`src/rtl/midi_voice_allocator_if.sv`:
```
// Note-event handshake from the MIDI parser plus the voice-bank gate/period bus.
interface midi_voice_allocator_if #(
  parameter int NUM_VOICES = 4
);
  logic                  ev_valid;
  logic                  ev_ready;
  logic [7:0]            ev_note;
  logic [7:0]            ev_velocity;
  logic [NUM_VOICES-1:0] v_load;
  logic [24:0]           v_period;
  logic [NUM_VOICES-1:0] v_gate;
  logic                  ev_dropped;

  modport master (output ev_valid, ev_note, ev_velocity,
                  input  ev_ready, v_load, v_period, v_gate, ev_dropped);
  modport slave  (input  ev_valid, ev_note, ev_velocity,
                  output ev_ready, v_load, v_period, v_gate, ev_dropped);
endinterface

```
`src/rtl/midi_voice_allocator.sv`:
```
// Polyphonic voice allocator: IDLE/SCAN/COMMIT scheduler over NUM_VOICES square-wave voices.
// Optional macro VOICE_STEAL_EN: steal the oldest gated voice when every voice is sounding.
module midi_voice_allocator #(
  parameter int NUM_VOICES = 4,
  parameter int AGE_W      = 4
) (
  input logic                   clk,
  input logic                   rst,
  midi_voice_allocator_if.slave bus
);
  localparam int IDX_W = (NUM_VOICES > 1) ? $clog2(NUM_VOICES) : 1;
  localparam logic [IDX_W-1:0] LAST_IDX = IDX_W'(NUM_VOICES - 1);
  localparam logic [AGE_W-1:0] AGE_MAX  = {AGE_W{1'b1}};

  typedef enum logic [1:0] {IDLE = 2'd0, SCAN = 2'd1, COMMIT = 2'd2} state_e;
  typedef enum logic [1:0] {ACT_NONE = 2'd0, ACT_ON = 2'd1, ACT_OFF = 2'd2} act_e;

  // Equal-tempered period: octave found by repeated subtraction of 12, no divider.
  function automatic logic [24:0] note_period(input logic [6:0] note);
    logic [6:0]  rem;
    logic [3:0]  oct;
    logic [24:0] base;
    rem = note;
    oct = 4'd0;
    for (int i = 0; i < 10; i++) begin
      if (rem >= 7'd12) begin
        rem = rem - 7'd12;
        oct = oct + 4'd1;
      end
    end
    case (rem)
      7'd0:    base = 25'd91736;
      7'd1:    base = 25'd86587;
      7'd2:    base = 25'd81728;
      7'd3:    base = 25'd77141;
      7'd4:    base = 25'd72811;
      7'd5:    base = 25'd68724;
      7'd6:    base = 25'd64867;
      7'd7:    base = 25'd61227;
      7'd8:    base = 25'd57790;
      7'd9:    base = 25'd54547;
      7'd10:   base = 25'd51485;
      7'd11:   base = 25'd48596;
      default: base = 25'd0;
    endcase
    if (oct < 4'd4) note_period = base << (4'd4 - oct);
    else            note_period = base >> (oct - 4'd4);
  endfunction

  state_e                state_q, state_d;
  logic [IDX_W-1:0]      scan_idx_q, scan_idx_d;
  logic [7:0]            ev_note_q, ev_note_d;
  logic                  note_on_q, note_on_d;
  logic                  match_found_q, match_found_d;
  logic [IDX_W-1:0]      match_idx_q, match_idx_d;
  logic                  free_found_q, free_found_d;
  logic [IDX_W-1:0]      free_idx_q, free_idx_d;
`ifdef VOICE_STEAL_EN
  logic                  old_found_q, old_found_d;
  logic [IDX_W-1:0]      old_idx_q, old_idx_d;
  logic [AGE_W-1:0]      old_age_q, old_age_d;
`endif
  act_e                  act_q, act_d;
  logic [IDX_W-1:0]      tgt_q, tgt_d;
  logic                  ev_ready_q, ev_ready_d;
  logic [NUM_VOICES-1:0] v_load_q, v_load_d;
  logic [24:0]           v_period_q, v_period_d;
  logic                  ev_dropped_q, ev_dropped_d;
  logic [NUM_VOICES-1:0] gate_q, gate_d;
  logic [6:0]            note_q [NUM_VOICES];
  logic [6:0]            note_d [NUM_VOICES];
  logic [AGE_W-1:0]      age_q  [NUM_VOICES];
  logic [AGE_W-1:0]      age_d  [NUM_VOICES];

  assign bus.ev_ready   = ev_ready_q;
  assign bus.v_load     = v_load_q;
  assign bus.v_period   = v_period_q;
  assign bus.v_gate     = gate_q;
  assign bus.ev_dropped = ev_dropped_q;

  // Scheduler next state; the last SCAN step folds in the final voice and decides.
  always_comb begin
    state_d       = state_q;
    scan_idx_d    = scan_idx_q;
    ev_note_d     = ev_note_q;
    note_on_d     = note_on_q;
    match_found_d = match_found_q;
    match_idx_d   = match_idx_q;
    free_found_d  = free_found_q;
    free_idx_d    = free_idx_q;
`ifdef VOICE_STEAL_EN
    old_found_d   = old_found_q;
    old_idx_d     = old_idx_q;
    old_age_d     = old_age_q;
`endif
    act_d         = act_q;
    tgt_d         = tgt_q;
    v_load_d      = {NUM_VOICES{1'b0}};
    v_period_d    = 25'd0;
    ev_dropped_d  = 1'b0;
    case (state_q)
      IDLE: begin
        if (bus.ev_valid && ev_ready_q) begin
          ev_note_d     = bus.ev_note;
          note_on_d     = |bus.ev_velocity;
          scan_idx_d    = {IDX_W{1'b0}};
          match_found_d = 1'b0;
          free_found_d  = 1'b0;
`ifdef VOICE_STEAL_EN
          old_found_d   = 1'b0;
`endif
          state_d       = SCAN;
        end else begin
          state_d = IDLE;
        end
      end
      SCAN: begin
        if (!match_found_q && gate_q[scan_idx_q] && (note_q[scan_idx_q] == ev_note_q[6:0])) begin
          match_found_d = 1'b1;
          match_idx_d   = scan_idx_q;
        end else begin
          match_found_d = match_found_q;
        end
        if (!free_found_q && !gate_q[scan_idx_q]) begin
          free_found_d = 1'b1;
          free_idx_d   = scan_idx_q;
        end else begin
          free_found_d = free_found_q;
        end
`ifdef VOICE_STEAL_EN
        // Strict greater-than keeps the lowest index on equal ages.
        if (gate_q[scan_idx_q] && (!old_found_q || (age_q[scan_idx_q] > old_age_q))) begin
          old_found_d = 1'b1;
          old_idx_d   = scan_idx_q;
          old_age_d   = age_q[scan_idx_q];
        end else begin
          old_found_d = old_found_q;
        end
`endif
        if (scan_idx_q == LAST_IDX) begin
          state_d = COMMIT;
          act_d   = ACT_NONE;
          tgt_d   = {IDX_W{1'b0}};
          if (ev_note_q[7]) begin
            ev_dropped_d = 1'b1;
          end else if (!note_on_q) begin
            if (match_found_d) begin
              act_d = ACT_OFF;
              tgt_d = match_idx_d;
            end else begin
              ev_dropped_d = 1'b1;
            end
          end else if (match_found_d) begin
            act_d = ACT_ON;
            tgt_d = match_idx_d;
          end else if (free_found_d) begin
            act_d = ACT_ON;
            tgt_d = free_idx_d;
          end else begin
`ifdef VOICE_STEAL_EN
            act_d = ACT_ON;
            tgt_d = old_idx_d;
`else
            ev_dropped_d = 1'b1;
`endif
          end
          if (act_d == ACT_ON) begin
            v_load_d   = {{(NUM_VOICES-1){1'b0}}, 1'b1} << tgt_d;
            v_period_d = note_period(ev_note_q[6:0]);
          end else begin
            v_load_d   = {NUM_VOICES{1'b0}};
            v_period_d = 25'd0;
          end
        end else begin
          scan_idx_d = scan_idx_q + IDX_W'(1);
        end
      end
      COMMIT: state_d = IDLE;
      default: state_d = IDLE;
    endcase
    ev_ready_d = (state_d == IDLE);
  end

  // Voice state update applied on the edge that ends COMMIT.
  always_comb begin
    gate_d = gate_q;
    note_d = note_q;
    age_d  = age_q;
    if (state_q == COMMIT) begin
      for (int i = 0; i < NUM_VOICES; i++) begin
        if (act_q == ACT_ON) begin
          if (tgt_q == IDX_W'(i)) begin
            note_d[i] = ev_note_q[6:0];
            gate_d[i] = 1'b1;
            age_d[i]  = {AGE_W{1'b0}};
          end else if (gate_q[i] && (age_q[i] != AGE_MAX)) begin
            age_d[i] = age_q[i] + AGE_W'(1);
          end else begin
            age_d[i] = age_q[i];
          end
        end else if ((act_q == ACT_OFF) && (tgt_q == IDX_W'(i))) begin
          gate_d[i] = 1'b0;
        end else begin
          gate_d[i] = gate_q[i];
        end
      end
    end else begin
      gate_d = gate_q;
    end
  end

  // State and output registers.
  always_ff @(posedge clk or posedge rst) begin
    if (rst) begin
      state_q       <= IDLE;
      scan_idx_q    <= {IDX_W{1'b0}};
      ev_note_q     <= 8'd0;
      note_on_q     <= 1'b0;
      match_found_q <= 1'b0;
      match_idx_q   <= {IDX_W{1'b0}};
      free_found_q  <= 1'b0;
      free_idx_q    <= {IDX_W{1'b0}};
`ifdef VOICE_STEAL_EN
      old_found_q   <= 1'b0;
      old_idx_q     <= {IDX_W{1'b0}};
      old_age_q     <= {AGE_W{1'b0}};
`endif
      act_q         <= ACT_NONE;
      tgt_q         <= {IDX_W{1'b0}};
      ev_ready_q    <= 1'b1;
      v_load_q      <= {NUM_VOICES{1'b0}};
      v_period_q    <= 25'd0;
      ev_dropped_q  <= 1'b0;
      gate_q        <= {NUM_VOICES{1'b0}};
      for (int i = 0; i < NUM_VOICES; i++) begin
        note_q[i] <= 7'd0;
        age_q[i]  <= {AGE_W{1'b0}};
      end
    end else begin
      state_q       <= state_d;
      scan_idx_q    <= scan_idx_d;
      ev_note_q     <= ev_note_d;
      note_on_q     <= note_on_d;
      match_found_q <= match_found_d;
      match_idx_q   <= match_idx_d;
      free_found_q  <= free_found_d;
      free_idx_q    <= free_idx_d;
`ifdef VOICE_STEAL_EN
      old_found_q   <= old_found_d;
      old_idx_q     <= old_idx_d;
      old_age_q     <= old_age_d;
`endif
      act_q         <= act_d;
      tgt_q         <= tgt_d;
      ev_ready_q    <= ev_ready_d;
      v_load_q      <= v_load_d;
      v_period_q    <= v_period_d;
      ev_dropped_q  <= ev_dropped_d;
      gate_q        <= gate_d;
      note_q        <= note_d;
      age_q         <= age_d;
    end
  end
endmodule

```
`src/flat_wrapper.sv`:
```
// flat-port wrapper written by rule: the top's interface ports become plain ports
module midi_voice_allocator_flat 
#(
  parameter int NUM_VOICES = 4,
  parameter int AGE_W      = 4
)
  (clk, rst, bus_ev_valid, bus_ev_note, bus_ev_velocity, bus_ev_ready, bus_v_load, bus_v_period, bus_v_gate, bus_ev_dropped);
  midi_voice_allocator_if #(.NUM_VOICES(NUM_VOICES)) bus_i ();
  input logic clk;
  input logic rst;
  input wire logic [$bits(bus_i.ev_valid)-1:0] bus_ev_valid;
  input wire logic [$bits(bus_i.ev_note)-1:0] bus_ev_note;
  input wire logic [$bits(bus_i.ev_velocity)-1:0] bus_ev_velocity;
  output wire logic [$bits(bus_i.ev_ready)-1:0] bus_ev_ready;
  output wire logic [$bits(bus_i.v_load)-1:0] bus_v_load;
  output wire logic [$bits(bus_i.v_period)-1:0] bus_v_period;
  output wire logic [$bits(bus_i.v_gate)-1:0] bus_v_gate;
  output wire logic [$bits(bus_i.ev_dropped)-1:0] bus_ev_dropped;
  assign bus_i.ev_valid = bus_ev_valid;
  assign bus_i.ev_note = bus_ev_note;
  assign bus_i.ev_velocity = bus_ev_velocity;
  assign bus_ev_ready = bus_i.ev_ready;
  assign bus_v_load = bus_i.v_load;
  assign bus_v_period = bus_i.v_period;
  assign bus_v_gate = bus_i.v_gate;
  assign bus_ev_dropped = bus_i.ev_dropped;
  midi_voice_allocator #(.NUM_VOICES(NUM_VOICES), .AGE_W(AGE_W)) u_core (.clk(clk), .rst(rst), .bus(bus_i));
endmodule
```
`config.mk`:
```
export PLATFORM = sky130hd
export DESIGN_NAME = midi_voice_allocator_flat
export DESIGN_NICKNAME = d
export VERILOG_FILES = /design/src/rtl/midi_voice_allocator_if.sv /design/src/rtl/midi_voice_allocator.sv /design/src/flat_wrapper.sv
export SDC_FILE = /design/constraint.sdc
export NUM_CORES = 1
export LEC_CHECK = 0
export ABC_AREA = 1
export BUFFER_PORTS_ARGS = -buffer_cell sky130_fd_sc_hd__buf_2
export CAP_MARGIN = 0
export CORE_UTILIZATION = 45
export DETAILED_ROUTE_END_ITERATION = 10
export SLEW_MARGIN = 0
export SYNTH_ARGS = -nofsm -noshare
export SYNTH_HDL_FRONTEND = slang
export SYNTH_SLANG_ARGS = --single-unit
```
`constraint.sdc`:
```
create_clock -name clk -period 10.2 [get_ports clk]
set_input_delay 1.53 -clock clk [delete_from_list [all_inputs] [get_ports clk]]
set_output_delay 1.53 -clock clk [all_outputs]
set_load 0.05 [all_outputs]
```
* Word level (Yosys, flattened, before mapping)
Memory sizes are Yosys's and may differ from the RTL's.
Cells that the tools add are included.
** Word-level totals
- Logic and storage cells :: 255
- Memory bits (read-only) :: 272
- Output and inout port bits :: 35
- Register bits after elaboration :: 86
- Memories :: 1
- Input port bits :: 19
** Memories
- (no name shown) :: depth 16, width 17, read ports 1, clocked after memory_dff 0, write ports 0, line midi_voice_allocator.sv:31 : case (rem)
** Cells by class
- Reductions and logical operators :: 33
- Shift operators :: 3
- Equality and inequality tests :: 16
- Magnitude comparators :: 13
- Add/sub/neg operators :: 22
- Bitwise logic cells :: 1
- Multiplexer cells :: 144
** Operators with widths (number)
- two-way mux 7 bit :: 42
- two-way mux 25 bit :: 8
- two-way mux 4 bit :: 42
- >= comparator 7 x 4 -> 1 bit, second input constant :: 10
- subtractor 7 x 4 -> 7 bit, second input constant :: 10
- adder 4 x 1 -> 4 bit, second input constant :: 9
- two-way mux 2 bit :: 18
- two-way mux 1 bit :: 28
- AND reduction 3 bit :: 9
- << shifter 25 x 4 -> 25 bit :: 1
- right shift 25 x 4 -> 25 bit :: 1
- binary-select mux 7 bit (select 2 bit) :: 1
- == test 2 bit, second input constant :: 5
- inequality test 2 bit, second input constant :: 5
- nonzero test 2 bit :: 5
- == test 2 x 1 -> 1 bit, second input constant :: 4
- logical AND 1 bit :: 8
- case mux 2 bit (2 select lines) :: 2
- OR reduction 8 bit :: 1
- == test 7 bit :: 1
- logical NOT 2 bit :: 3
- AND reduction 2 bit :: 3
- < comparator 4 x 3 -> 1 bit, second input constant :: 1
- case mux 1 bit (2 select lines) :: 2
- other kinds (11) :: 13

* Longest topological paths before layout
Gate-level depths: netlist of the first run.
- Word-level depth :: 72
- Depth in mapped cells :: 93
- Gate-level depth less buffers :: 91

* Least setup slack after synthesis of the first run
No wires, ideal clock.
- Path kind :: flip-flop to flip-flop
- From :: register u_core.ev_note_q[3]
- To :: register u_core.v_period_q[13], in the netlist u_core.bus.v_period[13]
- Clock period less this slack :: 10357 ps
- Stages on the path, launching flop included :: 88
- Setup slack :: -157 ps
- Path buffers :: 3
- Setup time :: 63 ps
- Arrival time :: 10294 ps
- Required time :: 10137 ps
- Path through :: dfrtp_1 -> ha_1 -> nand2_2 -> nand3_4 -> nand2_1 -> nand2_4 -> ha_1 -> nand2_1 -> nand2_2 -> nor2_4 -> nand2_4 -> nand2_2 -> nand2_4 -> ha_1 -> inv_1 -> o21ai_2 -> inv_2 -> nand2_1 -> [... 52 more ...] -> nand2_1 -> inv_2 -> ha_1 -> nand2_1 -> nand2_2 -> nor2_4 -> nand2_4 -> nand2_2 -> xor2_4 -> buf_4 -> ha_1 -> clkbuf_1 -> clkinv_1 -> nor2_1 -> inv_1 -> o21ai_0 -> nand2_1 -> inv_1
** Between the ends
- Cells in the longest elaborated chain, start to end :: 60
- Elaborated cells on any way between the ends :: 135
- Those cells by class :: add/sub (21); order compare (11); eq/ne (2); shift (2); mux (96); reduce/logical (2); memory (1)
** RTL lines
- from (decl) :: line midi_voice_allocator.sv:52 : logic [7:0] ev_note_q, ev_note_d;
- from (signal assigned) :: line midi_voice_allocator.sv:242 : ev_note_q <= ev_note_d;
- subtractor 7 x 4 -> 7 bit / >= comparator 7 x 4 -> 1 bit (equally long branches) :: line midi_voice_allocator.sv:27, midi_voice_allocator.sv:26
- two-way mux 7 bit :: line midi_voice_allocator.sv:26 : if (rem >= 7'd12) begin
- two-way mux 7 bit :: line midi_voice_allocator.sv:167 : if (act_d == ACT_ON) begin
- two-way mux 7 bit :: line midi_voice_allocator.sv:140 : if (scan_idx_q == LAST_IDX) begin
- two-way mux 7 bit :: line midi_voice_allocator.sv:101 : case (state_q)
- subtractor 7 x 4 -> 7 bit / >= comparator 7 x 4 -> 1 bit (equally long branches) :: line midi_voice_allocator.sv:27, midi_voice_allocator.sv:26
- two-way mux 7 bit :: line midi_voice_allocator.sv:26
- two-way mux 7 bit :: line midi_voice_allocator.sv:167
- [... 45 more ...]
- two-way mux 25 bit :: line midi_voice_allocator.sv:140
- two-way mux 25 bit :: line midi_voice_allocator.sv:101
- right shift 25 x 4 -> 25 bit / << shifter 25 x 4 -> 25 bit (equally long branches) :: line midi_voice_allocator.sv:47, midi_voice_allocator.sv:46
- two-way mux 25 bit :: line midi_voice_allocator.sv:46 : if (oct < 4'd4) note_period = base << (4'd4 - oct);
- two-way mux 25 bit (*) :: line midi_voice_allocator.sv:167
- two-way mux 25 bit (*) :: line midi_voice_allocator.sv:140
- two-way mux 25 bit (*) :: line midi_voice_allocator.sv:101
- net u_core.v_period_d[13] :: line midi_voice_allocator.sv:67 : logic [24:0] v_period_q, v_period_d;
- to (signal assigned) :: line midi_voice_allocator.sv:257 : v_period_q <= v_period_d;
- to (decl) :: line midi_voice_allocator.sv:67
Mark *: on every way through the listed nets, which the timed path passes. The rest lies on a longest branch. The select of a mux whose other input is x is not followed.
A chain may end at the register's enable or synchronous reset.

* Final worst setup path of the first run
- From :: register u_core.ev_note_q[3]
- To :: register u_core.v_period_q[10], in the netlist u_core.bus.v_period[10]
Same word-level chain as after synthesis.

==> reports/metrics.yaml, run 1 <==
drt_first_iter_violations: 690
core_area_um2: 17420
skew_ns: 0.01283
cts_hold_buffers: 0
hold_path_class: "reg -> reg"
cts_buffers: 9
h-tree-depth: 3
synth_compound_area_share_pct: 9.864
critPathKind: "reg -> reg"
globalRouteTotalUtil_pct: 24.43
async_reset_ff_share_pct: 100.0
fin_crit_sh_pct: 93.98
via_per_inst: 5.399
dp_hpwl_um: 16270
syn_nets: 1265
layoutNonFillerInstCount: 1555
routedWlPerCell_um: 14.67
max_stage_delay_ns: 0.45
synth-simple-area-share_pct: 44.49
period_needed_ns: 9.586
cpMaxStageDelayCell: "dfrtp_2"
synth_fa_ha_area_share_pct: 4.491
synth_cell_types: 54
synth_top_area_share_pct: 26.32
synth_xor_area_share_pct: 4.196
clk_path_buf_depth: 2
synth-edff-count: 0
fmax_mhz: 104.3
hold_viol: 0
fillers: 1734
critPathArrivalTime_ns: 9.87
grt_pass1_vias: 7546
final_core_util_pct: 57.15
clk_latency_ns: 0.35
worst-slew-pin-transition_ns: 0.8716
antenna_found_initial: 0
ff2ff_path_depth: 85
drive_gt1_share_pct: 28.27
nNetsFinal: 1373
die_y_um: 136
hold_path_depth: 2
drc: 0
crit_path_end_kind: "flop"
synth_ff_type: "dfrtp_1"
cp-start-kind: "flop"
area_growth_pct: 23.18
clkTransAtPathRegs_ns: 0.07
synth_top_family_by_area: "simple AND/OR/NAND/NOR gates"
final_max_slew_viol_count: 0
port_buffers: 53
status: "finished clean"
vias: 8396
worst_path_most_repeated_cell: "nand2_2"
clock_sinks: 86
synthTopCellsByCount: "nand2_1, nand3_1, inv_1, dfrtp_1, o21ai_0"
cts_tree: "built"
overflow: 0
syn_inst: 1217
synth_top_cell_by_area: "dfrtp_1"
max-cap-violations: 0
ys_seq_elements: 86
post-place-cells: 1490
io_pins: 54
num_rows: 48
wl_um: 22810
cts_root_buf: "clkbuf_16"
grt_max_degree: 71
ys_seq_area_share_pct: 26.65
die_x_um: 136
grt_first_pass_wirelength_um: 36380
ys_warn_count: 0
initial_core_util_pct: 46.39
ys_top_cells_by_area: "dfrtp_1, nand2_1, nand3_1, inv_1, o21ai_0"
setup_viol: 0
synth_mux_area_share_pct: 0.2478
syn_area_per_cell_um2: 6.639
critPathRequiredTime_ns: 10.49
critPathMaxFanout: 9
gp_congestion: 0.9530
synth_area_um2: 8080
relSlewSlack_pct: 41.89
synth_most_common_cell: "nand2_1"
ant_nets: 0
die-area_um2: 18500
drtPass1Iterations: 5
n_antenna_cell: 0
==> worst paths after layout <==
kind                                      from                      end  slack, ns
max in group asynchronous                  rst      u_core.ev_note_q[3]       7.87
setup / recovery           u_core.ev_note_q[3]  u_core.bus.v_period[10]       0.61
hold / removal                u_core.note_q[8]         u_core.note_q[8]       0.48
hold reg to reg               u_core.note_q[8]         u_core.note_q[8]       0.48
setup reg to reg           u_core.ev_note_q[3]  u_core.bus.v_period[10]       0.61
min in group asynchronous                  rst  u_core.bus.v_period[22]       1.11
==> layout by cell type (no fill, tap or decap), drive strengths merged <==
master	Yosys	layout
nand3	229	229
a21boi	1	1
o21a	1	1
a32oi	1	1
dfstp	1	1
a22o	1	1
a22oi	1	1
o21ai	100	100
o32ai	1	1
inv	151	154
or2	1	1
buf	20	130
xor2	21	21
xnor2	10	10
o22ai	1	1
nor2	60	60
a31oi	2	2
a32o	5	5
nand3b	3	3
o21bai	1	1
nand2	412	413
a21oi	20	20
ha	29	29
nand4	25	25
clkinv	6	8
o31ai	1	1
dfrtp	85	85
nor4	8	8
nor3	1	1
bufinv	0	1
clkbuf	17	13
mux2i	2	2
==> worst max-delay path: cells and delay by family (launching register included) <==
| family | cells | cell delay, ns |
|---|---|---|
| buffers and inverters | 20 | 1.47 |
| AO/OA/AOI/OAI | 8 | 0.83 |
| flip-flops | 1 | 0.45 |
| AND/OR/NAND/NOR | 47 | 4.96 |
| adder cells (fa/ha/maj) | 10 | 1.79 |
==> cells by family after synthesis <==
kind of cell	count (synthesis)
xor gates and xnor gates	31
adders and majority gates	29
and+or+nand+nor	739
buffers and inverters	194
AOI/OAI and AO/OA	136
muxes	2
DFF	86
==> flip-flops by register name (all words and copies together) (netlist names), 4 cells and up <==
| register | count |
|---|---|
| u_core.ev_note_q | 8 |
| u_core.bus.v_load | 4 |
| u_core.bus.v_gate | 4 |
| u_core.bus.v_period | 25 |
| u_core.note_q | 28 |
==> routing by layer <==
metal | wire [µm] | share of wire (%) | global-route usage (%) | vias to the layer above
met5 | 0 | 0 | 0 | -
met4 | 477 | 2.1 | 6.605 | 0
met3 | 1246 | 5.5 | 3.579 | 44
met2 | 10760 | 47 | 39.76 | 275
met1 | 10330 | 45 | 33.50 | 3878
li1 | - | - | - | 4199
==> final cells by class <==
type | count | area, µm² | share of cell area [%]
inverters | 157 | 625.6 | 6.285
repair buffers | 133 | 937.1 | 9.415
clock buffers | 10 | 239.0 | 2.401
flip-flops and latches | 86 | 2156 | 21.66
well taps | 225 | 281.5 | 2.828
multi-input cells | 938 | 5645 | 56.72
clock inverters | 6 | 68.82 | 0.6914
==> timing repair <==
item / in CTS / in global routing
resized for setup: 37 / 133
gates cloned: 1 / 4
pin swaps: 3 / 35
setup buffers: 5 / 39
endpoints found under the setup margin: 25 / 25
==> metrics by stage <==
stage | instance area (µm²) | TNS (ns) | hold WS [ns] | setup slack (ns)
final | 9953 | 0 | 0.4841 | 0.6140
after global routing | 9953 | -2.909 | 0.5038 | -0.1989
after CTS | 9131 | 0 | 0.4881 | 0.01865
after detailed placement | 8661 | -8.137 | 0.4719 | -0.4139
after global placement | 8661 | -1.831 | 0.4632 | -0.1447
after floorplan | 8084 | 0 | 0.4478 | 0.008336
Power of run 1 is left out: the tool's default activity adds up to more than one toggle a clock period on the data nets, which glitch-free logic cannot reach.
==> inputs of run 2 (changes only) <==
Clock period 10.2 ns to 11.8 ns, I/O delays scaled along.
==> reports/metrics.yaml, run 2 (synthesis results as in run 1) <==
fmax_mhz: 93.32  # was 104.3 MHz
hold_path_class: "reg -> reg"  # unchanged
post-place-cells: 1467  # was 1490
core_area_um2: 17420  # unchanged
critPathRequiredTime_ns: 12.09  # was 10.49 ns
drc: 0  # unchanged
relSlewSlack_pct: 39.42  # was 41.89%
die_x_um: 136  # unchanged
critPathMaxFanout: 18  # was 9
status: "finished clean"  # unchanged
grt_pass1_vias: 7258  # was 7546
cts_buffers: 9  # unchanged
worst_path_most_repeated_cell: "inv_1"  # was nand2_2
fillers: 1815  # was 1734
cts_root_buf: "clkbuf_16"  # unchanged
n_antenna_cell: 0  # unchanged
routedWlPerCell_um: 14.01  # was 14.67 µm
skew_ns: 0.01599  # was 0.01283 ns
drtPass1Iterations: 5  # unchanged
period_needed_ns: 10.72  # was 9.586 ns
cp-start-kind: "flop"  # unchanged
initial_core_util_pct: 46.39  # unchanged
die-area_um2: 18500  # unchanged
largest_reg_flops: 28  # unchanged
cts_hold_buffers: 0  # unchanged
setup_viol: 0  # unchanged
globalRouteTotalUtil_pct: 23.76  # was 24.43%
overflow: 0  # unchanged
drive_gt1_share_pct: 19.00  # was 28.27%
h-tree-depth: 3  # unchanged
worst-slew-pin-transition_ns: 0.9087  # was 0.8716 ns
clk_path_buf_depth: 2  # unchanged
layoutNonFillerInstCount: 1509  # was 1555
port_buffers: 53  # unchanged
num_rows: 48  # unchanged
fin_crit_sh_pct: 90.81  # was 93.98%
via_per_inst: 5.331  # was 5.399
antenna_found_initial: 0  # unchanged
top_register: "u_core.note_q"  # unchanged
final_max_slew_viol_count: 0  # unchanged
area_growth_pct: 13.98  # was 23.18%
grt_first_pass_wirelength_um: 35190  # was 36380 µm
io_pins: 54  # unchanged
hold_viol: 0  # unchanged
clk_latency_ns: 0.36  # was 0.35 ns
cts_tree: "built"  # unchanged
clkTransAtPathRegs_ns: 0.07  # about the same
ant_nets: 0  # unchanged
mostFrequentLayoutCells: "nand2_1, nand3_1, inv_1, dfrtp_1, o21ai_0"  # was nand2_1, nand3_1, inv_1, dfrtp_1, buf_4
cpMaxStageDelayCell: "dfrtp_2"  # unchanged
gp_congestion: 0.9733  # was 0.9530
critPathKind: "reg -> reg"  # unchanged
wl_um: 21140  # was 22810 µm
vias: 8044  # was 8396
max-cap-violations: 0  # unchanged
grt_max_degree: 74  # was 71
max_stage_delay_ns: 0.44  # was 0.45 ns
critPathArrivalTime_ns: 11.00  # was 9.87 ns
clock_sinks: 86  # unchanged
drt_first_iter_violations: 688  # was 690
dp_hpwl_um: 15920  # was 16270 µm
crit_path_end_kind: "flop"  # unchanged
layout_commonest_cell: "nand2_1"  # unchanged
die_y_um: 136  # unchanged
nNetsFinal: 1327  # was 1373
-- run 2: timing repair --
action,4_1_cts,5_1_grt
hold endpoints to repair,0,0
gates resized for setup,0,68
buffers inserted,0,24
endpoints found under the setup margin,0,25
-- run 2: per-layer routing --
metal	track usage, %	up-vias	part of all wire (%)
met5	0	-	0
met4	9.753	0	3.4
met2	37.03	236	44
met1	33.21	3645	47
met3	2.647	48	5.1
li1	-	4115	-
-- run 2: cell type report --
type,count,area (µm²),share of cell area [%]
Multi-Input combinational cell,937,5275,57.27
Sequential cell,86,2155,23.39
Inverter,157,626.9,6.806
Timing Repair Buffer,87,561.8,6.100
Tap cell,225,281.5,3.057
Clock buffer,9,225.2,2.445
Clock inverter,7,77.57,0.8423
Timing Repair inverter,1,7.507,0.08151
-- run 2: stage by stage --
step / util, % / hold slack [ns] / setup TNS (ns) / instance area (µm²) / worst slack (ns)
after global placement: 48.71 / 0.4620 / 0 / 8484 / 0.6328
after global routing: 52.88 / 0.5078 / -0.03690 / 9210 / -0.01978
after floorplan: - / 0.4478 / 0 / 8080 / 1.443
after CTS: 50.45 / 0.4869 / 0 / 8787 / 0.2270
after detailed placement: 48.71 / 0.4679 / 0 / 8484 / 0.2444
final: 52.88 / 0.4839 / 0 / 9210 / 1.084
-- run 2: worst max-delay path, delay by kind of cell (launching register included) --
kind | cells | cell delay (ns)
compound gates | 8 | 1.08
xor+xnor | 2 | 0.43
fa+ha+maj | 10 | 2.15
buf+inv | 21 | 1.75
flops | 1 | 0.44
simple gates | 43 | 4.76
-- run 2: final timing paths --
kind	from	endpoint	slack, ns	depth (start not counted)
worst max-delay path	u_core.ev_note_q[3]	u_core.bus.v_period[19]	1.08	84
worst min-delay path	u_core.note_q[15]	u_core.note_q[15]	0.48	2
worst max register to register	u_core.ev_note_q[3]	u_core.bus.v_period[19]	1.08	84
worst min register to register	u_core.note_q[15]	u_core.note_q[15]	0.48	2
max in group asynchronous	rst	u_core.ev_note_q[3]	9.26	3
min in group asynchronous	rst	u_core.bus.v_period[23]	1.32	2
Power of run 2 is left out for the same reason.
